==> src/rtl/bm_pkg.sv <==
// Shared types and constants for the second-generation bin-manager sequencer.
//   bm_state_e : sequencer states
//   ERR_*      : error codes reported on err_code_o
//   bin_id_t / lvl_t : default-width bin index and decision-level types
package bm_pkg;

  typedef enum logic [3:0] {
    ST_IDLE,
    ST_RD_INFO,
    ST_LOAD,
    ST_CORE,
    ST_FIND,
    ST_BKT,
    ST_UPDATE,
    ST_DONE_SAT,
    ST_DONE_UNSAT,
    ST_DONE_ERR
  } bm_state_e;

  localparam logic [1:0] ERR_NONE    = 2'd0;
  localparam logic [1:0] ERR_TIMEOUT = 2'd1;
  localparam logic [1:0] ERR_ABORT   = 2'd2;
  localparam logic [1:0] ERR_BAD_BKT = 2'd3;

  localparam int DEF_WIDTH_BIN_ID = 10;
  localparam int DEF_WIDTH_LVL    = 16;

  typedef logic [DEF_WIDTH_BIN_ID-1:0] bin_id_t;
  typedef logic [DEF_WIDTH_LVL-1:0]    lvl_t;

  // Busy states wait on an engine handshake; they are watchdog- and abort-sensitive.
  function automatic logic is_busy(input bm_state_e s);
    return (s == ST_RD_INFO) || (s == ST_LOAD) || (s == ST_CORE) ||
           (s == ST_FIND) || (s == ST_BKT) || (s == ST_UPDATE);
  endfunction

  function automatic logic is_done(input bm_state_e s);
    return (s == ST_DONE_SAT) || (s == ST_DONE_UNSAT) || (s == ST_DONE_ERR);
  endfunction

endpackage

==> src/rtl/bm_phase_timer.sv <==
// Per-phase timer for the bin-manager sequencer.
//   clk, rst      : clock, async active-low reset
//   enter_i       : a new state begins on this edge
//   busy_i        : current state is a busy (handshake) state
//   phase_done_i  : the engine of the current state answered this cycle
//   limit_i       : cycle limit per phase; 0 disables the watchdog
//   first_o       : high on the first cycle of a newly entered state
//   expired_o     : limit reached without an answer this cycle
module bm_phase_timer #(
  parameter int WIDTH_TMO = 16
) (
  input  logic                 clk,
  input  logic                 rst,
  input  logic                 enter_i,
  input  logic                 busy_i,
  input  logic                 phase_done_i,
  input  logic [WIDTH_TMO-1:0] limit_i,
  output logic                 first_o,
  output logic                 expired_o
);

  logic [WIDTH_TMO-1:0] cnt;

  always_ff @(posedge clk or negedge rst) begin
    if (!rst) begin
      cnt     <= '0;
      first_o <= 1'b0;
    end else begin
      first_o <= enter_i;
      if (enter_i)
        cnt <= '0;
      else if (busy_i)
        cnt <= cnt + 1'b1;
    end
  end

  // The counter reads 0 on the first cycle of a phase, so limit-1 is the last allowed cycle.
  assign expired_o = busy_i && (limit_i != '0) && (cnt == limit_i - 1'b1) && !phase_done_i;

endmodule

==> src/rtl/ctrl_bm_gen2.sv <==
// Second-generation bin-manager sequencer:
// read info -> load bin -> run core -> (find bkt lvl -> bkt across bin) -> update bin,
// until global SAT, global UNSAT or an error (timeout, abort, bad backtrack bin).
// Ports:
//   clk, rst (async, active low); start_bm_i, abort_i, timeout_cycles_i
//   done_bm_o, global_sat_o, global_unsat_o, error_o, err_code_o
//   cur_bin_num_o, cur_lvl_o, request_bin_num_o, update_fwd_o, stat_bins_o, stat_bkts_o
//   start_*_o / done_*_i handshakes to the rdinfo, load, core, find, bkt and update engines
//
//  state          | meaning
//  ST_IDLE        | waiting for start_bm_i after reset
//  ST_RD_INFO     | read-info engine running, nb_all sampled on completion
//  ST_LOAD        | loading cur_bin
//  ST_CORE        | core solving the loaded bin
//  ST_FIND        | searching backtrack level/bin
//  ST_BKT         | backtracking across bins
//  ST_UPDATE      | updating bin (forward when core said sat)
//  ST_DONE_SAT    | finished, global SAT
//  ST_DONE_UNSAT  | finished, global UNSAT
//  ST_DONE_ERR    | finished with err_code_o
module ctrl_bm_gen2 #(
  parameter int WIDTH_BIN_ID  = 10,
  parameter int WIDTH_CLAUSES = 16,
  parameter int WIDTH_LVL     = 16,
  parameter int WIDTH_TMO     = 16,
  parameter int WIDTH_STAT    = 32
) (
  input  logic                     clk,
  input  logic                     rst,
  input  logic                     start_bm_i,
  input  logic                     abort_i,
  input  logic [WIDTH_TMO-1:0]     timeout_cycles_i,
  output logic                     done_bm_o,
  output logic                     global_sat_o,
  output logic                     global_unsat_o,
  output logic                     error_o,
  output logic [1:0]               err_code_o,
  output logic [WIDTH_BIN_ID-1:0]  cur_bin_num_o,
  output logic [WIDTH_LVL-1:0]     cur_lvl_o,
  output logic                     start_rdinfo_o,
  input  logic                     done_rdinfo_i,
  input  logic [WIDTH_CLAUSES-1:0] nb_all_i,
  output logic                     start_load_o,
  input  logic                     done_load_i,
  output logic [WIDTH_BIN_ID-1:0]  request_bin_num_o,
  output logic                     start_core_o,
  input  logic                     done_core_i,
  input  logic                     local_sat_i,
  input  logic [WIDTH_LVL-1:0]     cur_lvl_from_core_i,
  output logic                     start_find_o,
  input  logic                     done_find_i,
  input  logic [WIDTH_LVL-1:0]     bkt_lvl_from_find_i,
  input  logic [WIDTH_BIN_ID-1:0]  bkt_bin_from_find_i,
  output logic                     start_bkt_across_bin_o,
  input  logic                     done_bkt_across_bin_i,
  output logic                     start_update_o,
  input  logic                     done_update_i,
  output logic                     update_fwd_o,
  output logic [WIDTH_STAT-1:0]    stat_bins_o,
  output logic [WIDTH_STAT-1:0]    stat_bkts_o
);
  import bm_pkg::*;

  localparam int WCMP = (WIDTH_BIN_ID > WIDTH_CLAUSES) ? WIDTH_BIN_ID : WIDTH_CLAUSES;
  localparam logic [WIDTH_BIN_ID-1:0] BIN_FIRST = {{(WIDTH_BIN_ID-1){1'b0}}, 1'b1};

  bm_state_e                state_q, state_d;
  logic [1:0]               err_next;
  logic [WIDTH_CLAUSES-1:0] nb_all;
  logic                     lsat;
  logic [WIDTH_BIN_ID-1:0]  cur_bin;
  logic                     busy, phase_done, acc, start_acc, bkt_ok, last_bin;
  logic                     first, expired;

  assign busy      = is_busy(state_q);
  assign start_acc = start_bm_i && ((state_q == ST_IDLE) || is_done(state_q));
  assign acc       = phase_done && !abort_i;
  assign bkt_ok    = (bkt_bin_from_find_i != '0) && (bkt_bin_from_find_i <= cur_bin);
  assign last_bin  = (WCMP'(cur_bin) == WCMP'(nb_all));

  always_comb begin
    phase_done = 1'b0;
    case (state_q)
      ST_RD_INFO: phase_done = done_rdinfo_i;
      ST_LOAD:    phase_done = done_load_i;
      ST_CORE:    phase_done = done_core_i;
      ST_FIND:    phase_done = done_find_i;
      ST_BKT:     phase_done = done_bkt_across_bin_i;
      ST_UPDATE:  phase_done = done_update_i;
      default:    phase_done = 1'b0;
    endcase
  end

  always_comb begin
    state_d  = state_q;
    err_next = ERR_NONE;
    case (state_q)
      ST_IDLE:    if (start_bm_i) state_d = ST_RD_INFO;
      ST_RD_INFO: if (done_rdinfo_i) state_d = (nb_all_i == '0) ? ST_DONE_SAT : ST_LOAD;
      ST_LOAD:    if (done_load_i) state_d = ST_CORE;
      ST_CORE:
        if (done_core_i) begin
          if (local_sat_i && last_bin) state_d = ST_DONE_SAT;
          else if (local_sat_i)        state_d = ST_UPDATE;
          else                         state_d = ST_FIND;
        end
      ST_FIND:
        if (done_find_i) begin
          if (bkt_bin_from_find_i == '0) begin
            state_d = ST_DONE_UNSAT;
          end else if (!bkt_ok) begin
            state_d  = ST_DONE_ERR;
            err_next = ERR_BAD_BKT;
          end else begin
            state_d = ST_BKT;
          end
        end
      ST_BKT:     if (done_bkt_across_bin_i) state_d = ST_UPDATE;
      ST_UPDATE:  if (done_update_i) state_d = ST_LOAD;
      default:    if (start_bm_i) state_d = ST_RD_INFO;
    endcase
    // Abort outranks both a same-cycle done and the watchdog.
    if (busy && abort_i) begin
      state_d  = ST_DONE_ERR;
      err_next = ERR_ABORT;
    end else if (expired) begin
      state_d  = ST_DONE_ERR;
      err_next = ERR_TIMEOUT;
    end
  end

  bm_phase_timer #(.WIDTH_TMO(WIDTH_TMO)) u_timer (
    .clk          (clk),
    .rst          (rst),
    .enter_i      (state_d != state_q),
    .busy_i       (busy),
    .phase_done_i (phase_done),
    .limit_i      (timeout_cycles_i),
    .first_o      (first),
    .expired_o    (expired)
  );

  always_ff @(posedge clk or negedge rst) begin
    if (!rst) begin
      state_q        <= ST_IDLE;
      nb_all         <= '0;
      lsat           <= 1'b0;
      cur_bin        <= BIN_FIRST;
      cur_lvl_o      <= '0;
      stat_bins_o    <= '0;
      stat_bkts_o    <= '0;
      done_bm_o      <= 1'b0;
      global_sat_o   <= 1'b0;
      global_unsat_o <= 1'b0;
      error_o        <= 1'b0;
      err_code_o     <= ERR_NONE;
    end else begin
      state_q <= state_d;
      if (start_acc) begin
        cur_bin        <= BIN_FIRST;
        cur_lvl_o      <= '0;
        stat_bins_o    <= '0;
        stat_bkts_o    <= '0;
        done_bm_o      <= 1'b0;
        global_sat_o   <= 1'b0;
        global_unsat_o <= 1'b0;
        error_o        <= 1'b0;
        err_code_o     <= ERR_NONE;
      end else begin
        case (state_q)
          ST_RD_INFO: if (acc) nb_all <= nb_all_i;
          ST_CORE:
            if (acc) begin
              lsat <= local_sat_i;
              if (local_sat_i) cur_lvl_o <= cur_lvl_from_core_i;
            end
          ST_FIND:
            if (acc && bkt_ok) begin
              cur_bin   <= bkt_bin_from_find_i;
              cur_lvl_o <= bkt_lvl_from_find_i;
              if (stat_bkts_o != '1) stat_bkts_o <= stat_bkts_o + 1'b1;
            end
          ST_UPDATE:
            if (acc && lsat) begin
              cur_bin <= cur_bin + 1'b1;
              if (stat_bins_o != '1) stat_bins_o <= stat_bins_o + 1'b1;
            end
          default: ;
        endcase
        if ((state_d != state_q) && is_done(state_d)) begin
          done_bm_o      <= 1'b1;
          global_sat_o   <= (state_d == ST_DONE_SAT);
          global_unsat_o <= (state_d == ST_DONE_UNSAT);
          error_o        <= (state_d == ST_DONE_ERR);
          err_code_o     <= err_next;
        end
      end
    end
  end

  // Start pulses: one cycle, on the first cycle of the matching state only.
  assign start_rdinfo_o         = first && (state_q == ST_RD_INFO);
  assign start_load_o           = first && (state_q == ST_LOAD);
  assign start_core_o           = first && (state_q == ST_CORE);
  assign start_find_o           = first && (state_q == ST_FIND);
  assign start_bkt_across_bin_o = first && (state_q == ST_BKT);
  assign start_update_o         = first && (state_q == ST_UPDATE);

  assign cur_bin_num_o     = cur_bin;
  assign request_bin_num_o = cur_bin;
  assign update_fwd_o      = lsat && (state_q == ST_UPDATE);

endmodule

==> config.mk <==
export PLATFORM = sky130hd
export DESIGN_NAME = ctrl_bm_gen2
export DESIGN_NICKNAME = d
export VERILOG_FILES = /design/src/rtl/bm_pkg.sv /design/src/rtl/bm_phase_timer.sv /design/src/rtl/ctrl_bm_gen2.sv
export SDC_FILE = /design/constraint.sdc
export NUM_CORES = 1
export LEC_CHECK = 0
export ABC_CLOCK_PERIOD_IN_PS = 2800
export BUFFER_PORTS_ARGS = -buffer_cell sky130_fd_sc_hd__buf_2
export CAP_MARGIN = 20
export CORE_MARGIN = 3
export CORE_UTILIZATION = 40
export CTS_CLUSTER_SIZE = 30
export DETAILED_ROUTE_END_ITERATION = 16
export PLACE_DENSITY = 0.76
export SKIP_LAST_GASP = 1
export SLEW_MARGIN = 20
export SYNTH_ARGS = -nofsm -noshare
export SYNTH_HDL_FRONTEND = slang
export SYNTH_SLANG_ARGS = --single-unit
==> constraint.sdc <==
create_clock -name clk -period 2.8 [get_ports clk]
set_input_delay 0.14 -clock clk [delete_from_list [all_inputs] [get_ports clk]]
set_output_delay 0.14 -clock clk [all_outputs]
set_load 0.02 [all_outputs]
==> results of run 1 <==
-- kinds of logic after synthesis --
kind of cell	after synthesis
flops	134
buf+inv	80
fa+ha+maj	16
simple gates	391
mux	40
xor+xnor	100
compound gates	134
-- metrics by stage --
| stage | power (mW) | hold WS [ns] | util |
|---|---|---|---|
| after global routing | 7.94 | 0.0233 | 0.541 |
| final | 7.51 | 0.0294 | 0.541 |
| after CTS | 7.45 | 0.00710 | 0.530 |
| after detailed placement | 5.21 | 0.269 | 0.492 |
| after floorplan | 4.26 | -0.156 | - |
| after global placement | 5.16 | 0.256 | 0.492 |
-- registers in the layout, summed over array words and instances, names as in the netlist, 2 cells and up --
signal         count
cur_bin_num_o     10
cur_lvl_o         16
err_code_o         2
nb_all            16
stat_bins_o       32
stat_bkts_o       32
state_q            4
u_timer.cnt       16
-- cell usage after synthesis (all sizes together) (23+ instances only) --
cell type / n / area share
xnor2: 73 / 0.077
buf: 24 / 0.020
xor2: 27 / 0.029
nand3: 30 / 0.018
inv: 33 / 0.015
nand4: 23 / 0.018
dfrtp: 133 / 0.40
nor2: 105 / 0.057
o21ai: 34 / 0.021
clkbuf: 23 / 0.010
nor3: 34 / 0.021
a21oi: 35 / 0.023
nand2: 77 / 0.035
and3: 33 / 0.025
-- per-layer routing --
metal	track usage	vias to the layer above
li1	-	3633
met3	0.0397	32
met1	0.263	3630
met5	0	-
met2	0.342	245
met4	0.0672	2
-- area by class of cell --
type	count	share of cell area
Inverter	33	0.0120
Multi-Input combinational cell	681	0.441
Tap cell	265	0.0308
Clock buffer	18	0.0408
Clock inverter	14	0.0121
Sequential cell	134	0.312
Timing Repair Buffer	267	0.151
-- worst reg2reg max path: stages (launching register included) --
cell and delay (ns):
dfrtp_2 0.36, inv_1 0.07, ha_4 0.27, nand3_1 0.07, or2_4 0.24, o311a_1 0.37
buf_4 0.14, nand3_1 0.10, a21oi_2 0.09, a31o_1 0.24, a21o_1 0.23, nor2_4 0.14
inv_6 0.08, a32o_1 0.22
-- worst max-delay path by stage --
stage,from,end,depth (start not counted)
finish,cur_bin_num_o[6]$_DFFE_PN0P_,global_sat_o$_DFFE_PN0P_,13
global route,cur_bin_num_o[8]$_DFFE_PN0P_,stat_bkts_o[11]$_DFFE_PN0P_,12
CTS,cur_bin_num_o[8]$_DFFE_PN0P_,stat_bkts_o[11]$_DFFE_PN0P_,12
detailed placement,cur_bin_num_o[8]$_DFFE_PN0P_,stat_bkts_o[15]$_DFFE_PN0P_,12
global placement,state_q[1]$_DFF_PN0_,global_sat_o$_DFFE_PN0P_,11
floorplan,cur_bin_num_o[5]$_DFFE_PN0P_,stat_bkts_o[25]$_DFFE_PN0P_,12
-- what timing repair did --
| item | 4_1_cts | 5_1_grt |
|---|---|---|
| setup buffers | 0 | 2 |
| pin swaps | 0 | 11 |
| cloned | 0 | 1 |
| hold endpoints to repair | 95 | 0 |
| hold buffers | 17 | 0 |
| gates resized for setup | 4 | 37 |
| setup endpoints to repair | 21 | 51 |
-- power by group --
| group | internal (mW) | switching, mW | total (mW) |
|---|---|---|---|
| sequential | 2.25 | 0.236 | 2.48 |
| combinational | 1.18 | 1.66 | 2.84 |
| clock | 1.20 | 0.985 | 2.18 |
-- cells in the final DEF, fill, tap and decap left out, drive strengths merged, types with 6 or more instances in the layout --
cell,netlist,routed
inv,33,42
nor4,13,13
dfrtp,133,133
nor2b,9,9
nand3,30,30
buf,24,250
nor3,34,34
nand4,23,23
and2,15,15
ha,16,16
dlygate4sd3,0,17
a21oi,35,35
nor4b,6,6
clkbuf,23,18
nor2,105,105
o21ai,34,34
a31oi,6,6
mux2,18,18
and3,33,33
or3,9,9
mux2i,22,22
nand2,77,77
and4,9,9
o31ai,16,16
xor2,27,27
xnor2,73,73
a21o,6,6
==> results_dict.tcl, run 1 <==
set metrics [dict create \
    r2r-end "global_sat_o$_DFFE_PN0P_" \
    cts_root_buffer "clkbuf_16" \
    routedLengthMet1_mm 9.91 \
    min_from "local_sat_i" \
    ys_ff_latch 134 \
    hold_path_class "input pin to flip-flop" \
    portBuffers 197 \
    synth_fa_ha_area_frac 0.0242 \
    p_leak_nw 5.08 \
    synthXorXnorAreaFrac 0.106 \
    wl_met2_mm 11.3 \
    worstPathCellList "inv_1, ha_4, nand3_1, or2_4, o311a_1, buf_4, nand3_1, a21oi_2, a31o_1, a21o_1, nor2_4, inv_6, a32o_1" \
    core_sq_mm 0.0199 \
    p_per_area_mw_per_mm2 698 \
    grt_max_degree 83 \
    numCtsBuffers 17 \
    critPathCaptureType "flip-flop" \
    fin_ws_ns 0.0777 \
    dieWidth_microns 150 \
    layoutNonFillerInstCount 1412 \
    firstDrtPassIters 5 \
    synth_top_flop_cell "dfrtp_1" \
    wl_met3_mm 1.56 \
    worst_slew_pin_slew_ns 0.876 \
    pre_cts_slack_ns -0.0967 \
    drive_gt1_frac 0.316 \
    hold_viol 0 \
    required_ns 3.11 \
    cts_buffer_depth 2 \
    whs_path_depth 2 \
    setup_violations 0 \
    cts_tree "yes" \
    netlist_instances 895 \
    rsz0062_at_grt "true" \
    yosysWarnings 0 \
    synth.area.mux_share 0.0511 \
    synth_top_family_by_area "simple AND/OR/NAND/NOR gates" \
    synth_edf_count 0 \
    path_clk_slew_ns 0.06 \
    syn_area_sq_mm 0.00827 \
    grt_pass1_vias 7218 \
    cpPeakStageDelay_ns 0.37 \
    placed_cells 1360 \
    arrival_ns 3.03 \
    place.gp.congestion 0.840 \
    antenna_found_initial 1 \
    hold_end "lsat$_DFFE_PN0P_" \
    dp_hpwl_mm 16.8 \
    reg2reg_slack_ns 0.08 \
    timing.slew.headroom 0.414 \
    chipHeight_microns 150 \
    ys_seq_area_frac 0.405 \
    layout.nets 1235 \
    grt-ovfl-total 0 \
    critPathMaxFanout 11 \
    ant_nets 0 \
    synth-simple-area-share 0.256 \
    fillCellCount 1760 \
    seq_area_sq_mm 0.00336 \
    cp_common_cell "nand3_1" \
    synthesis.nets 996 \
    ioPinCount 198 \
    multiInputGateArea_sq_mm 0.00475 \
    synth_compound_area_frac 0.112 \
    max_freq_mhz 367 \
    finalClockSkew_ns 0.00871 \
    fin_crit_sh 0.972 \
    antennaDiodeCount 0 \
    cp_num_buf_inv 3 \
    critPathSlowestCell "o311a_1" \
    crit_family "compound AO/OA/AOI/OAI gates" \
    h-tree-depth 4 \
    initial_core_util 0.416 \
    grtUsageTotal 0.203 \
    wl_per_cell_microns 16.5 \
    vias 7542 \
    clock_sinks 134 \
    top_layer_used "met5" \
    r2r_start "cur_bin_num_o[6]$_DFFE_PN0P_" \
    grt_first_pass_wirelength_mm 36.6 \
    fp-row-count 51 \
    outcome "finished clean" \
    drc_errors 0 \
    totalWireLength_mm 23.2 \
    r2r_cells 13 \
    design_area_sq_mm 0.0108 \
    peakVddDrop_mv 0.434 \
    placed_area_sq_mm 0.00979 \
    period_needed_ns 2.72 \
    drt_iter0_drc 519 \
    ys_types 78 \
    fin_tns_setup_ns 0 \
    synth-async-reset-ratio 1.00 \
    synth.avg_cell_area_sq_um 9.24 \
    drt-vias-per-instance 5.34 \
    worstSetupPathType "flip-flop to flip-flop" \
    syn_to_final_growth_pct 30.1 \
    slew_viol_final 0 \
    clock_latency_ns 0.43 \
    start_kind "flip-flop" \
    cap_violations 0 \
    die_area_sq_mm 0.0224 \
]
(Power assumes the default switching activity.)
==> run 2, diff against run 1 <==
--- a/config.mk
+++ b/config.mk
@@ -5,14 +5,14 @@
 export SDC_FILE = /design/constraint.sdc
 export NUM_CORES = 1
 export LEC_CHECK = 0
-export ABC_CLOCK_PERIOD_IN_PS = 2800
+export ABC_CLOCK_PERIOD_IN_PS = 2700
 export BUFFER_PORTS_ARGS = -buffer_cell sky130_fd_sc_hd__buf_2
 export CAP_MARGIN = 20
 export CORE_MARGIN = 3
 export CORE_UTILIZATION = 40
 export CTS_CLUSTER_SIZE = 30
 export DETAILED_ROUTE_END_ITERATION = 16
-export PLACE_DENSITY = 0.76
+export PLACE_DENSITY = 0.73
 export SKIP_LAST_GASP = 1
 export SLEW_MARGIN = 20
 export SYNTH_ARGS = -nofsm -noshare
==> constraint.sdc (replaced) <==
create_clock -name clk -period 2.7 [get_ports clk]
set_input_delay 0.135 -clock clk [delete_from_list [all_inputs] [get_ports clk]]
set_output_delay 0.135 -clock clk [all_outputs]
set_load 0.02 [all_outputs]
==> run 2 against run 1 <==
  * The flow now finishes with violations (setup timing)
  * Largest power group unchanged
  * Sequential share of layout area shrank 0.85 points
  * Design area is 3.1% higher
  * Clock skew shrank 0.00068 ns
  * Highest routed layer unchanged
  * Via count is 2.2% higher
  * Combinational power increased by 11%
  * Global-route usage up 0.62 points
  * Critical path depth did not move
  * Final cell count increased by 1.9%
  * Utilization increased by 1.7 points
  * Sequential power increased by 4%
==> results_dict.tcl, run 2 (synthesized netlist as in run 1, its figures left out) <==
set metrics [dict create \
    outcome "finished, violations left" \
    violations "setup timing" \
    p_total_mw 8.25 \
    firstDrtPassIters 5 \
    critPathSlowestCell "dfrtp_2" \
    antennaDiodeCount 0 \
    fin_crit_sh 1.00 \
    syn_to_final_growth_pct 34.1 \
    fin_ws_ns -0.0132 \
    cp_num_buf_inv 3 \
    arrival_ns 3.03 \
    vias 7707 \
    pre_cts_slack_ns -0.108 \
    wl_per_cell_microns 16.6 \
    critPathMaxFanout 8 \
    grtUsageTotal 0.210 \
    fin_tns_setup_ns -0.0831 \
    post-route-util 0.557 \
    dp_hpwl_mm 16.9 \
    cts_root_buffer "clkbuf_16" \
    grt_first_pass_wirelength_mm 37.9 \
    holdWs_ns 0.0488 \
    required_ns 3.01 \
    ioPinCount 198 \
    drc_errors 0 \
    die_area_sq_mm 0.0224 \
    rsz0062_at_grt "true" \
    critPathCaptureType "flip-flop" \
    grt_max_degree 70 \
    portBuffers 197 \
    chipHeight_microns 150 \
    drt_iter0_drc 449 \
    finalClockSkew_ns 0.00803 \
    place.gp.congestion 0.901 \
    dieWidth_microns 150 \
    reg2reg_slack_ns -0.01 \
    p_leak_nw 5.20 \
    slew_viol_final 0 \
    cap_violations 0 \
    final_common_cell "buf_2" \
    grt_pass1_vias 7506 \
    path_clk_slew_ns 0.06 \
    clock_latency_ns 0.43 \
    drt-vias-per-instance 5.36 \
    drive_gt1_frac 0.348 \
    ant_nets 0 \
    hold_viol 0 \
    timing.slew.headroom 0.440 \
    p_per_area_mw_per_mm2 744 \
    setup_violations 8 \
    placed_cells 1378 \
    clock_sinks 134 \
    cts_buffer_depth 2 \
    hold_path_class "input pin to flip-flop" \
    core_sq_mm 0.0199 \
    worstSetupPathType "flip-flop to flip-flop" \
    peakVddDrop_mv 0.464 \
    fp-row-count 51 \
    totalWireLength_mm 23.9 \
    reg.largest.list "stat_bins_o: 32 flops, stat_bkts_o: 32 flops" \
    crit_family "compound AO/OA/AOI/OAI gates" \
    design_area_sq_mm 0.0111 \
    start_kind "flip-flop" \
    max_freq_mhz 369 \
    h-tree-depth 4 \
    worstPathCellList "inv_2, ha_4, nand3_2, or2_4, o311a_1, a21o_1, o21a_1, o211ai_1, a21o_1, nor2_4, inv_4, buf_12, nor2_4" \
    layout_common_cells "buf_2, dfrtp_1, nor2_1" \
    period_needed_ns 2.71 \
    grt-ovfl-total 0 \
    initial_core_util 0.416 \
    worst_slew_pin_slew_ns 0.837 \
    cts_tree "yes" \
    placed_area_sq_mm 0.00994 \
    numCtsBuffers 17 \
    cpPeakStageDelay_ns 0.37 \
    layout.nets 1262 \
    layoutNonFillerInstCount 1439 \
    antenna_found_initial 1 \
]
==> run 2: final cells by class <==
cell class	count	area [sq um]
clock buffers	19	443
repair buffers	294	1840
flip-flops and latches	134	3370
well taps	265	332
clock inverters	13	196
fillers	1808	8810
multi-input cells	681	4790
inverters	33	126
==> run 2: tightest hold or removal path, delay by kind of cell <==
kind | cells | cell delay [ns]
compound gates | 1 | 0.08
buf+inv | 1 | 0.09
mux | 1 | 0.12
==> run 2: power by group <==
group	total (mW)	internal, mW	switching (mW)
clock	2.54	1.58	0.952
combinational	3.14	1.35	1.79
sequential	2.58	2.34	0.242
total	8.25	5.27	2.98
==> run 2: what timing repair did <==
| item | 4_1_cts | 5_1_grt |
|---|---|---|
| gates resized for setup | 7 | 45 |
| hold buffers | 18 | 0 |
| buffers inserted | 1 | 10 |
| cloned | 0 | 0 |
| setup endpoints to repair | 29 | 67 |
| endpoints found under the hold margin | 81 | 0 |
| pin swaps | 5 | 27 |
==> run 2: worst paths after layout <==
kind / from / endpoint / cells after the start
worst max-delay path: cur_bin_num_o[6]$_DFFE_PN0P_ / u_timer.cnt[10]$_DFFE_PN0P_ / 13
worst max register to register: cur_bin_num_o[6]$_DFFE_PN0P_ / u_timer.cnt[10]$_DFFE_PN0P_ / 13
worst min register to register: cur_lvl_o[8]$_DFFE_PN0P_ / cur_lvl_o[8]$_DFFE_PN0P_ / 2
max in group asynchronous: rst / cur_lvl_o[2]$_DFFE_PN0P_ / 3
worst min-delay path: bkt_lvl_from_find_i[2] / cur_lvl_o[2]$_DFFE_PN0P_ / 3
min in group asynchronous: rst / stat_bins_o[20]$_DFFE_PN0P_ / 2
==> run 2: layer usage <==
| layer | wire, microns | vias up | GRT usage |
|---|---|---|---|
| met5 | 9 | - | 0 |
| met4 | 555 | 2 | 0.0778 |
| met3 | 1460 | 58 | 0.0418 |
| met2 | 11700 | 255 | 0.353 |
| met1 | 10200 | 3707 | 0.266 |
| li1 | - | 3685 | - |
==> run 3, diff against run 2 <==
--- a/config.mk
+++ b/config.mk
@@ -5,6 +5,7 @@
 export SDC_FILE = /design/constraint.sdc
 export NUM_CORES = 1
 export LEC_CHECK = 0
+export ABC_AREA = 1
 export ABC_CLOCK_PERIOD_IN_PS = 2700
 export BUFFER_PORTS_ARGS = -buffer_cell sky130_fd_sc_hd__buf_2
 export CAP_MARGIN = 20
==> run 3 against run 2 <==
  * The run now ends clean
  * Routed wire length grew 13%
  * Clock skew grew 0.0065 ns
  * Non-clock buffer count shrank 60
  * Register-to-register slack gained 0.24 ns
  * Worst setup slack gained 0.24 ns
  * Final cell count grew 29%
  * Power grew 19%
  * Sequential share of layout area shrank 0.52 points
  * Count of clock-buffer cells in the layout is the same
  * Critical path type unchanged
  * Critical endpoint is now global_unsat_o$_DFFE_PN0P_
==> results_dict.tcl, run 3 <==
set metrics [dict create \
    firstDrtPassIters 5 \
    worstPathCellList "inv_2, nor2_1, nand3_1, nand2_1, nor3_4, nand2_1, nor2_1, nand4_4, nand3_1, nand2_1, nand2_1, nor2_1, nand2_2, nand2_2, nand3_1, nand2_1" \
    path_clk_slew_ns 0.07 \
    fp-row-count 54 \
    pre_cts_slack_ns 0.121 \
    post-synth-top-count-cell "nand2_1" \
    critPathSlowestCell "dfrtp_1" \
    cts_tree "yes" \
    timing.slew.headroom 0.519 \
    syn_to_final_growth_pct 22.7 \
    layout_common_cells "nand2_1, buf_2, inv_1" \
    cts_buffer_depth 2 \
    drt-vias-per-instance 5.14 \
    required_ns 3.00 \
    cts_root_buffer "clkbuf_16" \
    ys_seq_area_frac 0.366 \
    totalWireLength_mm 27.2 \
    reg.largest.list "stat_bins_o: 32 flops, stat_bkts_o: 32 flops" \
    fin_crit_sh 0.917 \
    cp_num_buf_inv 1 \
    drive_gt1_frac 0.195 \
    placed_cells 1812 \
    whs_path_depth 3 \
    outcome "finished clean" \
    die_area_sq_mm 0.0248 \
    finalClockSkew_ns 0.0145 \
    setup_violations 0 \
    grt_first_pass_wirelength_mm 43.8 \
    ys_types 47 \
    cp_common_cell "nand2_1" \
    crit_family "simple AND/OR/NAND/NOR gates" \
    h-tree-depth 4 \
    yosysWarnings 0 \
    cp.depth 16 \
    ys_ff_latch 134 \
    hold_viol 0 \
    vias 9539 \
    cap_violations 0 \
    initial_core_util 0.414 \
    antenna_found_initial 2 \
    drc_errors 0 \
    grt_pass1_vias 8681 \
    synthesis.nets 1451 \
    portBuffers 197 \
    p_leak_nw 5.50 \
    synth.top_cells.by_count "nand2_1, inv_1, nor2_1" \
    synth.avg_cell_area_sq_um 6.79 \
    clock_latency_ns 0.42 \
    period_needed_ns 2.48 \
    dp_hpwl_mm 21.1 \
    rsz0062_at_grt "false" \
    layout.nets 1663 \
    ant_nets 0 \
    wl_per_cell_microns 14.6 \
    arrival_ns 2.77 \
    synth_top_flop_cell "dfrtp_1" \
    grtUsageTotal 0.219 \
    p_per_area_mw_per_mm2 874 \
    fillCellCount 2233 \
    slew_viol_final 0 \
    place.gp.congestion 0.961 \
    grt-ovfl-total 0 \
    start_kind "flip-flop" \
    grt_max_degree 74 \
    critPathMaxFanout 7 \
    hold_path_class "input pin to flip-flop" \
    netlist.area_leader.share 0.363 \
    layoutNonFillerInstCount 1857 \
    clock_sinks 134 \
    fin_tns_setup_ns 0 \
    cpPeakStageDelay_ns 0.46 \
    synth-async-reset-ratio 1.00 \
    critPathCaptureType "flip-flop" \
    fin_ws_ns 0.225 \
    ioPinCount 198 \
    netlist_instances 1350 \
    worst_slew_pin_slew_ns 0.721 \
    peakVddDrop_mv 0.386 \
    yosys.area.top_type "dfrtp_1" \
    syn_area_sq_mm 0.00917 \
    chipHeight_microns 157 \
    max_freq_mhz 404 \
    dieWidth_microns 157 \
    numCtsBuffers 17 \
    synth_edf_count 0 \
    worstSetupPathType "flip-flop to flip-flop" \
    final_common_cell "nand2_1" \
    core_sq_mm 0.0222 \
    synthTopCellsByArea "dfrtp_1, nand2_1, inv_1" \
    r2r_cells 16 \
    drt_iter0_drc 779 \
]
==> run 3: cells by family after synthesis <==
family	Yosys count	share of synthesized area
AOI/OAI and AO/OA	167	0.104
DFF	134	0.366
xor gates and xnor gates	48	0.0459
and+or+nand+nor	767	0.365
buffers and inverters	218	0.0973
adders and majority gates	16	0.0218
==> run 3: worst register-to-register path, delay by kind of cell, from the launching register on <==
family	cells	cell delay, ns
buffers and inverters	1	0.15
and+or+nand+nor	15	1.74
DFF	1	0.46
==> run 3: layer usage <==
| metal | global-route usage | wire (microns) | up-vias |
|---|---|---|---|
| li1 | - | - | 4774 |
| met1 | 0.304 | 12200 | 4390 |
| met2 | 0.354 | 12700 | 336 |
| met3 | 0.0355 | 1840 | 39 |
| met4 | 0.0603 | 395 | 0 |
| met5 | 0 | 0 | - |
==> run 3: path summary, 6_finish.rpt <==
check | from | to | slack, ns
worst max-delay path | state_q[0]$_DFF_PN0_ | global_unsat_o$_DFFE_PN0P_ | 0.22
worst min-delay path | nb_all_i[10] | nb_all[10]$_DFFE_PN0P_ | 0.02
worst max register to register | state_q[0]$_DFF_PN0_ | global_unsat_o$_DFFE_PN0P_ | 0.22
worst min register to register | cur_lvl_o[1]$_DFFE_PN0P_ | cur_lvl_o[1]$_DFFE_PN0P_ | 0.48
max in group asynchronous | rst | cur_lvl_o[1]$_DFFE_PN0P_ | 1.60
min in group asynchronous | rst | stat_bins_o[15]$_DFFE_PN0P_ | 0.30
==> run 3: cell type report <==
type	instances	area (sq um)	area share
sequential	134	3360	0.298
clock buffer	19	433	0.0385
timing repair buffer	234	1330	0.118
multi-input combinational	998	4960	0.441
clock inverter	13	146	0.0130
tap	280	350	0.0311
inverter	177	668	0.0594
antenna	2	5.00	0.000445
==> run 3: through the flow <==
step	hold WS, ns	util	cell area, sq um	power [mW]
after floorplan	-0.161	-	9170	6.07
after global placement	0.213	0.475	10500	7.36
after detailed placement	0.220	0.475	10500	7.46
after CTS	0.00479	0.505	11200	9.83
after global routing	0.0185	0.508	11300	10.6
final	0.0157	0.508	11300	9.84
==> run 3: report_power, final <==
group / total, mW / switching (mW) / internal [mW]
clock: 2.33 / 0.955 / 1.37
sequential: 2.98 / 0.440 / 2.54
combinational: 4.53 / 3.03 / 1.50
==> run 3: what timing repair did <==
action / in CTS / in global routing
hold buffers: 10 / 0
buffers inserted: 0 / 1
endpoints found under the setup margin: 0 / 43
resized for setup: 0 / 10
endpoints found under the hold margin: 80 / 0
